`config.mk`:
```
export PLATFORM = sky130hd
export DESIGN_NAME = key_voice_allocator
export DESIGN_NICKNAME = d
export VERILOG_FILES = /design/src/rtl/key_voice_pkg.sv /design/src/rtl/ps2_make_break_parser.sv /design/src/rtl/key_voice_allocator.sv
export SDC_FILE = /design/constraint.sdc
export NUM_CORES = 1
export LEC_CHECK = 0
export CAP_MARGIN = 20
export CORE_MARGIN = 5
export CORE_UTILIZATION = 30
export CTS_CLUSTER_SIZE = 20
export DETAILED_ROUTE_END_ITERATION = 10
export PLACE_DENSITY = 0.56
export SETUP_SLACK_MARGIN = 0.1
export SLEW_MARGIN = 5
export SYNTH_ARGS = -nofsm -noshare
export SYNTH_HDL_FRONTEND = slang
export SYNTH_SLANG_ARGS = --single-unit
```
`constraint.sdc`:
```
create_clock -name Clock -period 2.1 [get_ports Clock]
set_input_delay 0.21 -clock Clock [delete_from_list [all_inputs] [get_ports Clock]]
set_output_delay 0.21 -clock Clock [all_outputs]
set_load 0.005 [all_outputs]
```
`src/rtl/key_voice_pkg.sv`:
```
// Shared constants, parser state, event payload and note tables for the
// polyphonic key-to-voice allocator.
package key_voice_pkg;

    localparam logic [7:0]  SC_BREAK  = 8'hF0;
    localparam logic [7:0]  SC_EXT    = 8'hE0;
    localparam int unsigned NOTE_W    = 5;
    localparam int unsigned NUM_NOTES = 22;
    localparam int unsigned TABLE_M_W = 16;
    localparam logic [NOTE_W-1:0] NOTE_NONE = 5'd31;

    typedef enum logic [1:0] {IDLE, BRK, EXT, EXTBRK} parse_state_e;

    typedef struct packed {
        logic              valid;
        logic              brk;
        logic [NOTE_W-1:0] note;
    } key_evt_t;

    localparam logic [TABLE_M_W-1:0] TABLE_M [NUM_NOTES] = '{
        16'd389,  16'd412,  16'd436,  16'd462,  16'd490,  16'd519,
        16'd550,  16'd583,  16'd617,  16'd654,  16'd693,  16'd734,
        16'd778,  16'd824,  16'd873,  16'd925,  16'd980,  16'd1038,
        16'd1100, 16'd1165, 16'd1234, 16'd1308
    };

    function automatic logic [NOTE_W-1:0] scancode_to_note(input logic [7:0] code);
        case (code)
            8'h0D: return 5'd0;
            8'h16: return 5'd1;
            8'h15: return 5'd2;
            8'h1E: return 5'd3;
            8'h1D: return 5'd4;
            8'h24: return 5'd5;
            8'h25: return 5'd6;
            8'h2D: return 5'd7;
            8'h2E: return 5'd8;
            8'h2C: return 5'd9;
            8'h36: return 5'd10;
            8'h35: return 5'd11;
            8'h3C: return 5'd12;
            8'h3E: return 5'd13;
            8'h43: return 5'd14;
            8'h46: return 5'd15;
            8'h44: return 5'd16;
            8'h4D: return 5'd17;
            8'h4E: return 5'd18;
            8'h54: return 5'd19;
            8'h55: return 5'd20;
            8'h5B: return 5'd21;
            default: return NOTE_NONE;
        endcase
    endfunction

    // Constant-index scan keeps out-of-range notes (e.g. NOTE_NONE) at zero.
    function automatic logic [TABLE_M_W-1:0] note_to_m(input logic [NOTE_W-1:0] note);
        logic [TABLE_M_W-1:0] m;
        m = '0;
        for (int i = 0; i < int'(NUM_NOTES); i++) begin
            if (note == NOTE_W'(i)) m = TABLE_M[i];
        end
        return m;
    endfunction

endpackage

```
`src/rtl/ps2_make_break_parser.sv`:
```
// PS/2 Set-2 prefix tracker: turns the scancode byte stream into registered
// make/break note events (stage 1); extended and unmapped keys are dropped.
module ps2_make_break_parser
    import key_voice_pkg::*;
(
    input  logic       clk,
    input  logic       rst_n,
    input  logic       enable,
    input  logic [7:0] data,
    input  logic       data_valid,
    output key_evt_t   evt
);

    parse_state_e      state, state_nxt;
    key_evt_t          evt_nxt;
    logic              is_make, is_break;
    logic [NOTE_W-1:0] note_c;

    always_ff @(posedge clk or negedge rst_n) begin
        if (!rst_n) begin
            state <= IDLE;
            evt   <= '0;
        end else if (!enable) begin
            state <= IDLE;
            evt   <= '0;
        end else begin
            state <= state_nxt;
            evt   <= evt_nxt;
        end
    end

    always_comb begin
        state_nxt = state;
        is_make   = 1'b0;
        is_break  = 1'b0;
        if (data_valid) begin
            case (state)
                IDLE: begin
                    if (data == SC_BREAK)    state_nxt = BRK;
                    else if (data == SC_EXT) state_nxt = EXT;
                    else                     is_make   = 1'b1;
                end
                BRK: begin
                    is_break  = 1'b1;
                    state_nxt = IDLE;
                end
                EXT:     state_nxt = (data == SC_BREAK) ? EXTBRK : IDLE;
                EXTBRK:  state_nxt = IDLE;
                default: state_nxt = IDLE;
            endcase
        end
        note_c        = scancode_to_note(data);
        evt_nxt.valid = (is_make || is_break) && (note_c != NOTE_NONE);
        evt_nxt.brk   = is_break;
        evt_nxt.note  = note_c;
    end

endmodule

```
`src/rtl/key_voice_allocator.sv`:
```
// Polyphonic voice allocator: parsed key events claim, release or steal voice
// slots; each active voice emits an octave-shifted phase increment.
module key_voice_allocator
    import key_voice_pkg::*;
#(
    parameter int unsigned NUM_VOICES = 4,
    parameter int unsigned M_WIDTH    = 16,
    parameter int unsigned NOTE_BITS  = 5
) (
    input  logic                          Clock,
    input  logic                          Reset_n,
    input  logic                          Enable,
    input  logic [7:0]                    KeyboardData,
    input  logic                          DataValid,
    input  logic [1:0]                    Octave,
    output logic [NUM_VOICES*M_WIDTH-1:0] VoiceM,
    output logic [NUM_VOICES-1:0]         VoiceActive,
    output logic                          KeyEvent
);

    localparam int unsigned PTR_W = (NUM_VOICES > 1) ? $clog2(NUM_VOICES) : 1;
    localparam logic [NOTE_BITS-1:0] VNOTE_NONE = NOTE_BITS'(NOTE_NONE);

    key_evt_t                      evt;
    logic [NOTE_BITS-1:0]          voice_note [NUM_VOICES];
    logic [PTR_W-1:0]              steal_ptr;
    logic [NOTE_BITS-1:0]          evt_note;
    logic                          hit, has_free;
    logic [PTR_W-1:0]              hit_idx, free_idx, alloc_idx;
    logic [NUM_VOICES*M_WIDTH-1:0] m_nxt;
    logic [M_WIDTH-1:0]            base;

    ps2_make_break_parser u_parser (
        .clk        (Clock),
        .rst_n      (Reset_n),
        .enable     (Enable),
        .data       (KeyboardData),
        .data_valid (DataValid),
        .evt        (evt)
    );

    // Stage 2 lookup: voice already holding the note, and lowest free voice.
    always_comb begin
        evt_note = NOTE_BITS'(evt.note);
        hit      = 1'b0;
        hit_idx  = '0;
        has_free = 1'b0;
        free_idx = '0;
        for (int v = 0; v < int'(NUM_VOICES); v++) begin
            if (VoiceActive[v] && (voice_note[v] == evt_note)) begin
                hit     = 1'b1;
                hit_idx = PTR_W'(v);
            end
        end
        for (int v = int'(NUM_VOICES) - 1; v >= 0; v--) begin
            if (!VoiceActive[v]) begin
                has_free = 1'b1;
                free_idx = PTR_W'(v);
            end
        end
        alloc_idx = has_free ? free_idx : steal_ptr;
    end

    // Stage 2: in-place voice table update so consecutive events see each other.
    always_ff @(posedge Clock or negedge Reset_n) begin
        if (!Reset_n) begin
            for (int v = 0; v < int'(NUM_VOICES); v++) voice_note[v] <= VNOTE_NONE;
            VoiceActive <= '0;
            steal_ptr   <= '0;
            KeyEvent    <= 1'b0;
        end else if (!Enable) begin
            for (int v = 0; v < int'(NUM_VOICES); v++) voice_note[v] <= VNOTE_NONE;
            VoiceActive <= '0;
            steal_ptr   <= '0;
            KeyEvent    <= 1'b0;
        end else begin
            KeyEvent <= 1'b0;
            if (evt.valid && !evt.brk && !hit) begin
                voice_note[alloc_idx]  <= evt_note;
                VoiceActive[alloc_idx] <= 1'b1;
                KeyEvent               <= 1'b1;
                if (!has_free) begin
                    steal_ptr <= (steal_ptr == PTR_W'(NUM_VOICES - 1)) ? '0
                                                                      : steal_ptr + PTR_W'(1);
                end
            end else if (evt.valid && evt.brk && hit) begin
                voice_note[hit_idx]  <= VNOTE_NONE;
                VoiceActive[hit_idx] <= 1'b0;
                KeyEvent             <= 1'b1;
            end
        end
    end

    // Stage 3: table lookup with signed octave shift, recomputed every cycle.
    always_comb begin
        m_nxt = '0;
        base  = '0;
        for (int v = 0; v < int'(NUM_VOICES); v++) begin
            base = M_WIDTH'(note_to_m(NOTE_W'(voice_note[v])));
            if (VoiceActive[v]) begin
                case (Octave)
                    2'b01:   m_nxt[v*M_WIDTH +: M_WIDTH] = base << 1;
                    2'b00:   m_nxt[v*M_WIDTH +: M_WIDTH] = base;
                    2'b11:   m_nxt[v*M_WIDTH +: M_WIDTH] = base >> 1;
                    default: m_nxt[v*M_WIDTH +: M_WIDTH] = base >> 2;
                endcase
            end
        end
    end

    always_ff @(posedge Clock or negedge Reset_n) begin
        if (!Reset_n)     VoiceM <= '0;
        else if (!Enable) VoiceM <= '0;
        else              VoiceM <= m_nxt;
    end

endmodule

```
==> qor.csv <==
stage;metric;value;unit
place;GP Congestion;0.9142;
sta;Worst Max-Slew Pin Slew;0.5403;ns
worst_setup_path;RR Endpoint;voice_note[9]$_DFFE_PN1P_;
yosys;Yosys warnings;0;
grt;first-pass GRT wire length;37.94;mm
drt;Pre-antenna DRT Iters;5;
worst_setup_path;R2R setup slack;0.03;ns
power_and_ir_drop;Reg power frac;40.5;%
sta;final worst path period share;98.51;%
cts;cts bufs inserted;9;
drt;antenna viol nets, final;0;
drt;# DRC;0;
worst_setup_path;crit-path max cell delay;0.61;ns
worst_setup_path;required time of the critical path;2.38;ns
cts;root buffer cell;clkbuf_16;
worst_setup_path;Critical R2R Launch;voice_note[4]$_DFFE_PN1P_;
finish;final instance area;9980;sq um
cts;CTS Sinks;84;
yosys;FFs w/ async S/R, synth;100.0;%
drt;final WL;23.42;mm
floorplan;Die W;170.0;um
hold_path;WHS Path Cells;2;
sta;Worst Clk Skew;0.008866;ns
cts;clock tree from TritonCTS;done;
place;IO Port Bufs;66;
grt;GRT overflow;0;
sta;Hold Fails Final Rpt;0;
outcome;outcome;finished, final reports clean;
finish;commonest cells after routing, fill and taps aside;buf_4 (93), nor2_1 (85), a21oi_1 (75), nand2_1 (75), clkdlybuf4s50_1 (63);
worst_setup_path;Setup crit start kind;flop;
floorplan;core area;25180;sq um
floorplan;num ports;83;
finish;Syn-to-layout area delta;29.90;%
finish;commonest non-fill, non-tap cell in the layout;buf_4;
power_and_ir_drop;Worst IR Drop VDD;0.3912;mV
floorplan;full die area;28910;sq um
yosys;Avg Cell Area, Syn;7.584;sq um
drt;Vias/cell;5.570;
sta;Slew headroom;63.92;%
finish;n_diodes;0;
place;Post-DP HPWL;16.37;mm
worst_setup_path;Crit path arrival time;2.34;ns
power_and_ir_drop;clock power share;46.1;%
grt;initial antenna violation count;0;
drt;DR WL/cell;16.33;um
sta;Max Freq;483.4;MHz
sta;min cycle time layout;2.069;ns
power_and_ir_drop;Pwr Density;409.8;nW/um^2
sta;RSZ-0062 raised after global routing;yes;
cts;clock slew at reported path FFs;0.07;ns
hold_path;sink of the worst hold path;VoiceM[26]$_DFF_PN0_;
hold_path;min-delay src;Octave[1];
yosys;Synth cell types;88;
power_and_ir_drop;Static Leak;3.906;nW
sta;Slew Limit Fails;0;
power_and_ir_drop;switching share of total power;25.96;%
sta;Final Setup Violations;0;
sta;post-route setup TNS;0;ns
place;area of placed instances;9148;sq um
finish;Nets;1114;
power_and_ir_drop;Psw;1.062;mW
worst_setup_path;WS Path Type;flop to flop;
worst_setup_path;critical path peak fanout;5;
hold_path;Hold WC Path Type;input pin to flop;
yosys;flops & latches, synth;84;
yosys;Main synth FF type;dfrtp_1;
drt;Initial DRC Count;844;
yosys;sequential element share of the synthesized area;27.69;%
yosys;number of enable flip-flop cells after synthesis;0;
power_and_ir_drop;internal power;3.028;mW
drt;DR vias;7988;
worst_setup_path;most frequent CP cell;buf_4;
cts;Clock Latency Late Sink;0.35;ns
grt;vias in the first global route;7248;
worst_setup_path;Crit. End Element;flop;
power_and_ir_drop;Comb power frac;13.3;%
floorplan;Initial Util;30.51;%
worst_setup_path;CP Cell Sequence;xor2_4, nor4_4, buf_4, buf_4, a311oi_1, a41o_4, o32ai_1, a31oi_1;
cts;CTS HTree Levels;3;
worst_setup_path;reg2reg path depth;8;
yosys;Syn Inst Count;1013;
floorplan;Die Ht;170.0;um
worst_setup_path;slowest library cell on the worst path;dfstp_2;
grt;GR Util All Layers;15.65;%
finish;fraction of layout cells with a size suffix above 1;21.83;%
yosys;mapped cell area;7682;sq um
cts;CTS Buffer Depth;2;
job;count of max-cap constraint violations;0;
grt;largest net degree at the start of global routing;49;
finish;final core utilization;39.63;%
power_and_ir_drop;total power;4.090;mW
floorplan;row count;58;
[how the worst max path moves through the flow]
stage | cells past startpoint | end | startpoint | slack, ns
2_1_floorplan | 7 | voice_note[10]$_DFFE_PN1P_ | voice_note[10]$_DFFE_PN1P_ | 0.10
3_3_place_gp | 7 | u_parser.evt[0]$_DFF_PN0_ | KeyboardData[5] | -0.02
3_5_place_dp | 8 | u_parser.evt[0]$_DFF_PN0_ | KeyboardData[4] | -0.09
4_1_cts | 7 | voice_note[13]$_DFFE_PN1P_ | voice_note[14]$_DFFE_PN1P_ | 0.07
5_1_grt | 8 | voice_note[9]$_DFFE_PN1P_ | voice_note[4]$_DFFE_PN1P_ | -0.07
6_report | 8 | voice_note[9]$_DFFE_PN1P_ | voice_note[4]$_DFFE_PN1P_ | 0.03
[cell families after synthesis]
group | share of synthesized area [%]
AOI/OAI and AO/OA | 32.82
and+or+nand+nor | 23.89
buffers and inverters | 9.674
DFF | 27.69
xor gates and xnor gates | 3.306
muxes | 1.889
adders and majority gates | 0.6840
other | 0.04881
[state kept, by name (all words and copies together), names as in the netlist]
signal          count
VoiceM             48
voice_note         20
u_parser.evt        7
VoiceActive         4
steal_ptr           2
u_parser.state      2
KeyEvent            1
[metal layers]
| layer | GRT usage, % | routed length, um | vias to the layer above |
|---|---|---|---|
| li1 | - | - | 3902 |
| met5 | 0 | 0 | - |
| met2 | 24.77 | 10810 | 276 |
| met4 | 3.576 | 317 | 0 |
| met1 | 22.23 | 10900 | 3784 |
| met3 | 2.927 | 1402 | 26 |
[synthesized netlist by cell type (10+ instances only)]
cell / count / area, sq um
nand2b_1: 40 / 250.2
xor2_1: 17 / 148.9
nand2_1: 76 / 285.3
a31oi_1: 19 / 118.9
nor2b_1: 21 / 131.4
nor3_1: 30 / 150.1
o22ai_1: 28 / 175.2
inv_2: 13 / 48.80
clkbuf_1: 70 / 262.8
dfstp_2: 20 / 525.5
a21oi_1: 78 / 390.4
and2_1: 10 / 62.56
o21ai_0: 30 / 150.1
buf_2: 24 / 120.1
a22oi_1: 11 / 82.58
o211ai_1: 16 / 120.1
mux2i_1: 10 / 100.1
nand3_1: 29 / 145.1
o22a_1: 15 / 131.4
inv_1: 13 / 48.80
a211oi_1: 32 / 240.2
o32ai_1: 12 / 105.1
a32oi_1: 15 / 131.4
buf_4: 24 / 180.2
xnor2_1: 12 / 105.1
buf_1: 11 / 41.29
o21ai_1: 37 / 185.2
dfrtp_1: 64 / 1602
nor2_1: 87 / 326.6
[repair_timing]
| item | in CTS | in global routing |
|---|---|---|
| hold buffers | 1 | 0 |
| buffers inserted | 8 | 2 |
| pin swaps | 14 | 18 |
| endpoints found under the setup margin | 33 | 56 |
| hold endpoints to repair | 36 | 0 |
| resized for setup | 23 | 62 |
| gates cloned | 0 | 1 |
[through the flow]
step | cells | hold slack, ns | setup WS [ns]
after floorplan | 1028 | -0.08559 | 0.1035
after global placement | 1406 | 0.1972 | -0.01900
after detailed placement | 1406 | 0.2048 | -0.09447
after CTS | 1431 | 0.1840 | 0.06589
after global routing | 1434 | 0.2012 | -0.07064
final | 1434 | 0.1983 | 0.03137
[power groups by stage]
stage	clock, mW	sequential (mW)	combinational, mW
final	1.89	1.66	0.546
after global routing	2.01	1.66	0.598
after detailed placement	0	1.68	0.512
after floorplan	0	1.67	0.332
after global placement	0	1.68	0.513
after CTS	1.93	1.65	0.526
[cell type report]
class / count / area [sq um]
Clock buffer: 9 / 225.2
Clock inverter: 7 / 123.9
Fill cell: 2555 / 15200
Inverter: 28 / 105.1
Multi-Input combinational cell: 784 / 5111
Sequential cell: 84 / 2132
Tap cell: 330 / 412.9
Timing Repair Buffer: 192 / 1869
[worst max-delay path: cells and delay by family (launching register included)]
| family | cells | cell delay [ns] |
|---|---|---|
| simple gates | 1 | 0.07 |
| compound gates | 4 | 0.88 |
| flops | 1 | 0.61 |
| buf+inv | 2 | 0.26 |
| xor+xnor | 1 | 0.17 |
Note: power is estimated with default switching activity, not from simulation.
==> RTL edit 1: new RTL, config.mk and constraints unchanged <==
Put one more register stage on the output `VoiceM`, without a reset. The value now appears one clock later. The other outputs are not delayed to match.
--- a/src/rtl/key_voice_allocator.sv
+++ b/src/rtl/key_voice_allocator.sv
@@ -20,6 +20,8 @@
 
     localparam int unsigned PTR_W = (NUM_VOICES > 1) ? $clog2(NUM_VOICES) : 1;
     localparam logic [NOTE_BITS-1:0] VNOTE_NONE = NOTE_BITS'(NOTE_NONE);
+
+    logic [NUM_VOICES*M_WIDTH-1:0] VoiceM_s0;
 
     key_evt_t                      evt;
     logic [NOTE_BITS-1:0]          voice_note [NUM_VOICES];
@@ -109,9 +111,13 @@
     end
 
     always_ff @(posedge Clock or negedge Reset_n) begin
-        if (!Reset_n)     VoiceM <= '0;
-        else if (!Enable) VoiceM <= '0;
-        else              VoiceM <= m_nxt;
+        if (!Reset_n)     VoiceM_s0 <= '0;
+        else if (!Enable) VoiceM_s0 <= '0;
+        else              VoiceM_s0 <= m_nxt;
+    end
+
+    always_ff @(posedge Clock) begin
+        VoiceM <= VoiceM_s0;
     end
 
 endmodule
Function: changed (a bounded check fails within 4 cycles, from zero or initial values and one cycle with Reset_n low).
==> RTL edit 1 against the unedited design <==
  * Total power up 60%
  * Sequential cell count up 48
  * Largest cell class unchanged
  * Final cell count up 8.4%
  * Routed wire length increased by 3.8%
  * Critical path type unchanged
  * Critical path depth fell by 1
  * Die area increased by 11%
  * Clock power is 66% higher
  * Global-route usage fell by 1.0 points
  * Utilization grew 0.95 points
  * Setup slack got worse by 0.031 ns
  * Sequential share of layout area up 5.8 points
  * Synthesized area is 12% higher
  * Sequential power increased by 57%
  * Design area is 14% higher
==> RTL edit 1: results (changes against the unedited design) <==
.. list-table::
   :header-rows: 1

   * - Metric
     - Value
   * - Outcome
     - completed (unchanged)
   * - Number of library cell types mapped by synthesis
     - 74 (was 88)
   * - Fraction of layout cells with a size suffix above 1
     - 22.4% (was 21.8%)
   * - Number of H-tree branching levels
     - 4 (was 3)
   * - Vias/cell
     - 5.32 (was 5.57)
   * - Later-pin clock latency in the skew report
     - 0.42 ns (was 0.35 ns)
   * - Maximum net fanout on the critical path
     - 6 (was 5)
   * - Largest net degree at the start of global routing
     - 38 (was 49)
   * - Leading cell types by total area after synthesis
     - dfrtp_1 (19%), dfxtp_1 (11%), dfstp_2 (6.1%) (was dfrtp_1 (21%), dfstp_2 (6.8%), a21oi_1 (5.1%))
   * - Critical setup path kind
     - register to register (unchanged)
   * - FFs w/ async S/R, synth
     - 63.6% (was 100%)
   * - Number of DRC violations after detailed-routing iteration 0
     - 775 (was 844)
   * - Commonest cells in the netlist
     - nor2_1 (103), nand2_1 (81), a21oi_1 (73) (was nor2_1 (87), a21oi_1 (78), nand2_1 (76))
   * - HPWL after detailed placement
     - 16.5 mm (was 16.4 mm)
   * - First-pass DRT Iterations
     - 5 (unchanged)
   * - Fillers
     - 2,824 (was 2,555)
   * - Worst-case clock buffer depth
     - 2 (unchanged)
   * - Wire per inst
     - 15.6 um (was 16.3 um)
   * - Number of instances in the placed design
     - 1,506 (was 1,406)
   * - Total of warnings raised by yosys
     - 0 (unchanged)
   * - Vias after detailed routing
     - 8,276 (was 7,988)
   * - Clock tree root buffer cell
     - clkbuf_16 (unchanged)
   * - Antenna diode instance count
     - 0 (unchanged)
   * - Worst Clk Skew
     - 0.0101 ns (was 0.00887 ns)
   * - Path class of the lowest-slack min-delay path
     - primary input to register (unchanged)
   * - Slew HR
     - 65.1% (was 63.9%)
   * - Synth Area per Inst
     - 8.08 sq um (was 7.58 sq um)
   * - Aggregate global-route resource usage
     - 14.6% (was 15.6%)
   * - Antenna violations before repair
     - 0 (unchanged)
   * - Sequential-to-total area share from yosys stat
     - 36.0% (was 27.7%)
   * - TritonCTS buffer count
     - 17 (was 9)
   * - Post-Place Cell Area
     - 0.0101 sq mm (was 0.00915 sq mm)
   * - Final nets
     - 1,179 (was 1,114)
   * - Pleak
     - 0.00451 uW (was 0.00391 uW)
   * - Synth Flop Type
     - dfrtp_1 (unchanged)
   * - Worst ir drop on vdd
     - 519 uV (was 391 uV)
   * - Port Buf Inserts
     - 66 (unchanged)
   * - Worst endpoint data arrival time
     - 2.44 ns (was 2.34 ns)
   * - Final GP Congestion
     - 0.880 (was 0.914)
   * - Wire length of the first global-routing pass
     - 38.5 mm (was 37.9 mm)
   * - Number of global-route vias before repair
     - 7,359 (was 7,248)
   * - Registers with the highest flip-flop counts
     - VoiceM x48, VoiceM_s0 x48, voice_note x20 (was VoiceM x48, voice_note x20, u_parser.evt x7)
   * - Clock-pin transition on the worst setup and hold timing paths
     - 0.07 ns (about the same)
-- RTL edit 1: cells by family (layout without fill, tap and decap cells) --
logic type	Yosys count	in the layout	synth area share [%]
flip-flops	132	132	36.0
multiplexers	16	16	1.93
XOR/XNOR	28	28	2.86
AND/OR/NAND/NOR	374	374	21.7
other	1	16	0.0438
AO/OA/AOI/OAI	352	352	28.5
adder cells (fa/ha/maj)	4	4	0.496
buffers and inverters	154	255	8.34
-- RTL edit 1: per-layer routing --
metal | up-vias | global-route usage (%) | part of all wire (%) | routed length [um]
li1 | 4061 | - | - | -
met1 | 3901 | 22.2 | 47 | 11500
met2 | 289 | 21.4 | 44 | 10800
met3 | 25 | 2.68 | 7.3 | 1790
met4 | 0 | 3.68 | 1.3 | 316
met5 | - | 0 | 0 | 0
-- RTL edit 1: layout make-up --
| class | instances | area (sq um) | share of cell area [%] |
|---|---|---|---|
| Multi-Input combinational cell | 790 | 5110 | 45.0 |
| Timing Repair Buffer | 199 | 1970 | 17.3 |
| Sequential cell | 132 | 3090 | 27.2 |
| Clock buffer | 21 | 504 | 4.44 |
| Clock inverter | 11 | 120 | 1.06 |
| Inverter | 24 | 93.8 | 0.826 |
| Tap cell | 378 | 473 | 4.16 |
-- RTL edit 1: where the power goes --
part,switching [uW],internal [uW]
Sequential,40.4,2560
Combinational,482,345
Clock,1250,1890
Total,1770,4790
-- RTL edit 1: final timing paths --
kind,from,endpoint,slack [ns],cells past startpoint
worst max-delay path,u_parser.evt[2],voice_note[5],0.0003,7
worst min-delay path,Octave[0],VoiceM_s0[41],0.18,3
worst max register to register,u_parser.evt[2],voice_note[5],0.0003,7
worst min register to register,VoiceM_s0[59],VoiceM[59],0.33,0
max in group asynchronous,Reset_n,voice_note[17],1.26,3
min in group asynchronous,Reset_n,VoiceM_s0[52],0.24,2
-- RTL edit 1: metrics by stage --
stage          util, %  setup WS [ns]  hold slack [ns]  TNS [ns]
2_1_floorplan        -         0.0601          -0.0856         0
3_3_place_gp      36.2         -0.213            0.135     -1.01
3_5_place_dp      36.2         -0.216            0.138     -1.22
4_1_cts           39.0        -0.0369            0.171    -0.189
5_1_grt           40.6        -0.0902            0.198     -1.21
6_report          40.6       0.000278            0.179         0
-- RTL edit 1: critical path: stages, from the launching register on --
cell and delay [ns]:
dfrtp_2 0.43, buf_12 0.14, xor2_4 0.15, nor4_4 0.36, a311oi_4 0.16, and4_4 0.23
o211a_4 0.26, o32a_1 0.28
-- RTL edit 1: what timing repair did --
action | 4_1_cts | 5_1_grt
hold endpoints to repair | 25 | 0
setup endpoints to repair | 31 | 62
cloned | 0 | 2
hold buffers | 1 | 0
pin swaps | 5 | 15
setup buffers | 3 | 12
gates resized for setup | 28 | 62
==> RTL edit 2: new RTL, same settings <==
Made on the original files. Encoding of `parse_state_e`: now one-hot (4 bits for 4 states).
--- a/src/rtl/key_voice_pkg.sv
+++ b/src/rtl/key_voice_pkg.sv
@@ -9,7 +9,7 @@
     localparam int unsigned TABLE_M_W = 16;
     localparam logic [NOTE_W-1:0] NOTE_NONE = 5'd31;
 
-    typedef enum logic [1:0] {IDLE, BRK, EXT, EXTBRK} parse_state_e;
+    typedef enum logic [3:0] {IDLE = 4'b0001, BRK = 4'b0010, EXT = 4'b0100, EXTBRK = 4'b1000} parse_state_e;
 
     typedef struct packed {
         logic              valid;
Check against the original RTL: same outputs for any inputs over 4 cycles, from zero or initial values and one cycle with Reset_n low; so few cycles prove little.
==> RTL edit 2 against the unedited design <==
  * Total power shrank 5.9%
  * Sequential share of layout area up 0.097 points
  * Clock power is 17% lower
  * Clock skew down 0.0037 ns
  * Utilization rose by 0.89 points
  * Synthesized area fell by 0.96%
  * Design area increased by 1.9%
  * Die area shrank 0.90%
  * Routed wire length decreased by 0.26%
  * Setup slack better by 0.050 ns
  * Global-route usage down 0.34 points
  * Sequential cell count rose by 2
  * Maximum frequency rose by 2.5%
==> RTL edit 2: results (changes against the unedited design) <==
.. list-table::
   :header-rows: 1

   * - Metric
     - Value
   * - Fillers
     - 2,556 (was 2,555)
   * - Path class of the lowest-slack min-delay path
     - primary input to register (unchanged)
   * - Worst Hold Launch
     - Octave[0] (was Octave[1])
   * - Aggregate global-route resource usage
     - 15.3% (was 15.6%)
   * - Post-Place Cell Area
     - 0.00911 sq mm (was 0.00915 sq mm)
   * - Share of cell area taken by multi-input logic gates
     - 50.2% (was 51.2%)
   * - XOR/XNOR Fraction of Synth Area
     - 3.88% (was 3.31%)
   * - Commonest cells in the netlist
     - nor2_1 (92), a21oi_1 (74) (was nor2_1 (87), a21oi_1 (78), nand2_1 (76))
   * - Actual transition at the worst max-transition pin
     - 0.584 ns (was 0.540 ns)
   * - Fraction of area in registers
     - 21.5% (was 21.4%)
   * - Top-area cell type share of the netlist area
     - 21.4% (was 20.8%)
   * - Number of library cell types mapped by synthesis
     - 80 (was 88)
   * - Worst setup slack before clock tree synthesis
     - -0.139 ns (was -0.0945 ns)
   * - Register bit total from synthesis
     - 86 (was 84)
   * - Buffering overhead
     - 20.2% (was 18.7%)
   * - Final GP Congestion
     - 0.915 (was 0.914)
   * - Largest net degree at the start of global routing
     - 48 (was 49)
   * - Leading cell types by total area after synthesis
     - dfrtp_1 (21%), dfstp_2 (7.3%), a21oi_1 (4.9%) (was dfrtp_1 (21%), dfstp_2 (6.8%), a21oi_1 (5.1%))
   * - Sequential-to-total area share from yosys stat
     - 28.6% (was 27.7%)
   * - Fraction of layout cells with a size suffix above 1
     - 23.8% (was 21.8%)
   * - Vias/cell
     - 5.58 (was 5.57)
   * - Layout clock buffer count
     - 11 (was 9)
   * - Total wire length
     - 23.4 mm (about the same)
   * - Proportion of synthesized area in mux cells
     - 1.25% (was 1.89%)
   * - Total number of multi-input combinational cells
     - 771 (was 784)
   * - Worst Clk Skew
     - 0.00517 ns (was 0.00887 ns)
   * - Final nets
     - 1,116 (was 1,114)
   * - Share of the synthesized area in compound gates (AO/OA/AOI/OAI)
     - 33.2% (was 32.8%)
   * - Number of instances in the placed design
     - 1,399 (was 1,406)
   * - Gate count of the mapped netlist
     - 1,002 (was 1,013)
   * - Pleak
     - 0.00396 uW (was 0.00391 uW)
   * - Outcome
     - completed (unchanged)
   * - Maximum net fanout on the critical path
     - 7 (was 5)
   * - Vias after detailed routing
     - 8,020 (was 7,988)
   * - HPWL after detailed placement
     - 16.1 mm (was 16.4 mm)
   * - Port Buf Inserts
     - 66 (unchanged)
   * - Int Pwr
     - 2850 uW (was 3030 uW)
   * - First-pass DRT Iterations
     - 6 (was 5)
   * - Wire length of the first global-routing pass
     - 37.1 mm (was 37.9 mm)
   * - Adder-cell area share of the yosys netlist
     - 0.132% (was 0.684%)
   * - Number of global-route vias before repair
     - 7,025 (was 7,248)
   * - Area inside the core boundary
     - 0.0251 sq mm (was 0.0252 sq mm)
   * - Post-layout util
     - 40.5% (was 39.6%)
   * - Number of H-tree branching levels
     - 3 (unchanged)
   * - Count of inverters other than clock inverters in the layout
     - 29 (was 28)
   * - Worst ir drop on vdd
     - 262 uV (was 391 uV)
RTL edit 2: cell types whose count changed after synthesis, moves of 6 or more:
cell / unedited run / this run
nand2_1: 76 / 65
and3_1: 7 / 14
a2bb2oi_1: 0 / 6
inv_1: 13 / 25
o21ai_0: 30 / 65
o22a_1: 15 / 28
inv_2: 13 / 1
a31oi_1: 19 / 12
buf_4: 24 / 18
o21ai_1: 37 / 1
RTL edit 2: repair_timing:
action	CTS	global route
cloned	0	4
pin swaps	14	25
setup buffers	4	14
resized for setup	34	91
hold endpoints to repair	39	0
hold buffers	1	0
setup endpoints to repair	40	62
RTL edit 2: power by group through the flow:
stage	combinational (uW)	sequential, uW	clock, uW
final	577	1700	1570
after CTS	545	1700	1630
after floorplan	342	1710	0
after global placement	530	1730	0
after global routing	637	1700	1690
after detailed placement	530	1730	0
RTL edit 2: metal layers:
| metal | part of all wire [%] | vias to the layer above | global-route usage, % |
|---|---|---|---|
| met5 | 0 | - | 0 |
| met4 | 0.78 | 0 | 3.01 |
| met3 | 7.2 | 10 | 2.77 |
| met2 | 43 | 268 | 21.9 |
| met1 | 49 | 3846 | 24.0 |
| li1 | - | 3896 | - |
RTL edit 2: final timing paths:
| kind | end | slack [ns] | cells past startpoint |
|---|---|---|---|
| min reg2reg | u_parser.state[2] | 0.57 | 2 |
| min | VoiceM[25] | 0.21 | 3 |
| max | steal_ptr[1] | 0.08 | 8 |
| min in group asynchronous | VoiceM[49] | 0.40 | 2 |
| max in group asynchronous | voice_note[15] | 0.98 | 3 |
| max reg2reg | steal_ptr[1] | 0.08 | 8 |
RTL edit 2: worst max-delay path, cell delays in order (launching register included):
cell     delay [ns]
dfstp_2        0.55
xor2_1         0.19
nor4_2         0.09
nand3_2        0.07
buf_6          0.13
nand4_4        0.10
buf_6          0.14
or4_4          0.53
a21oi_2        0.14
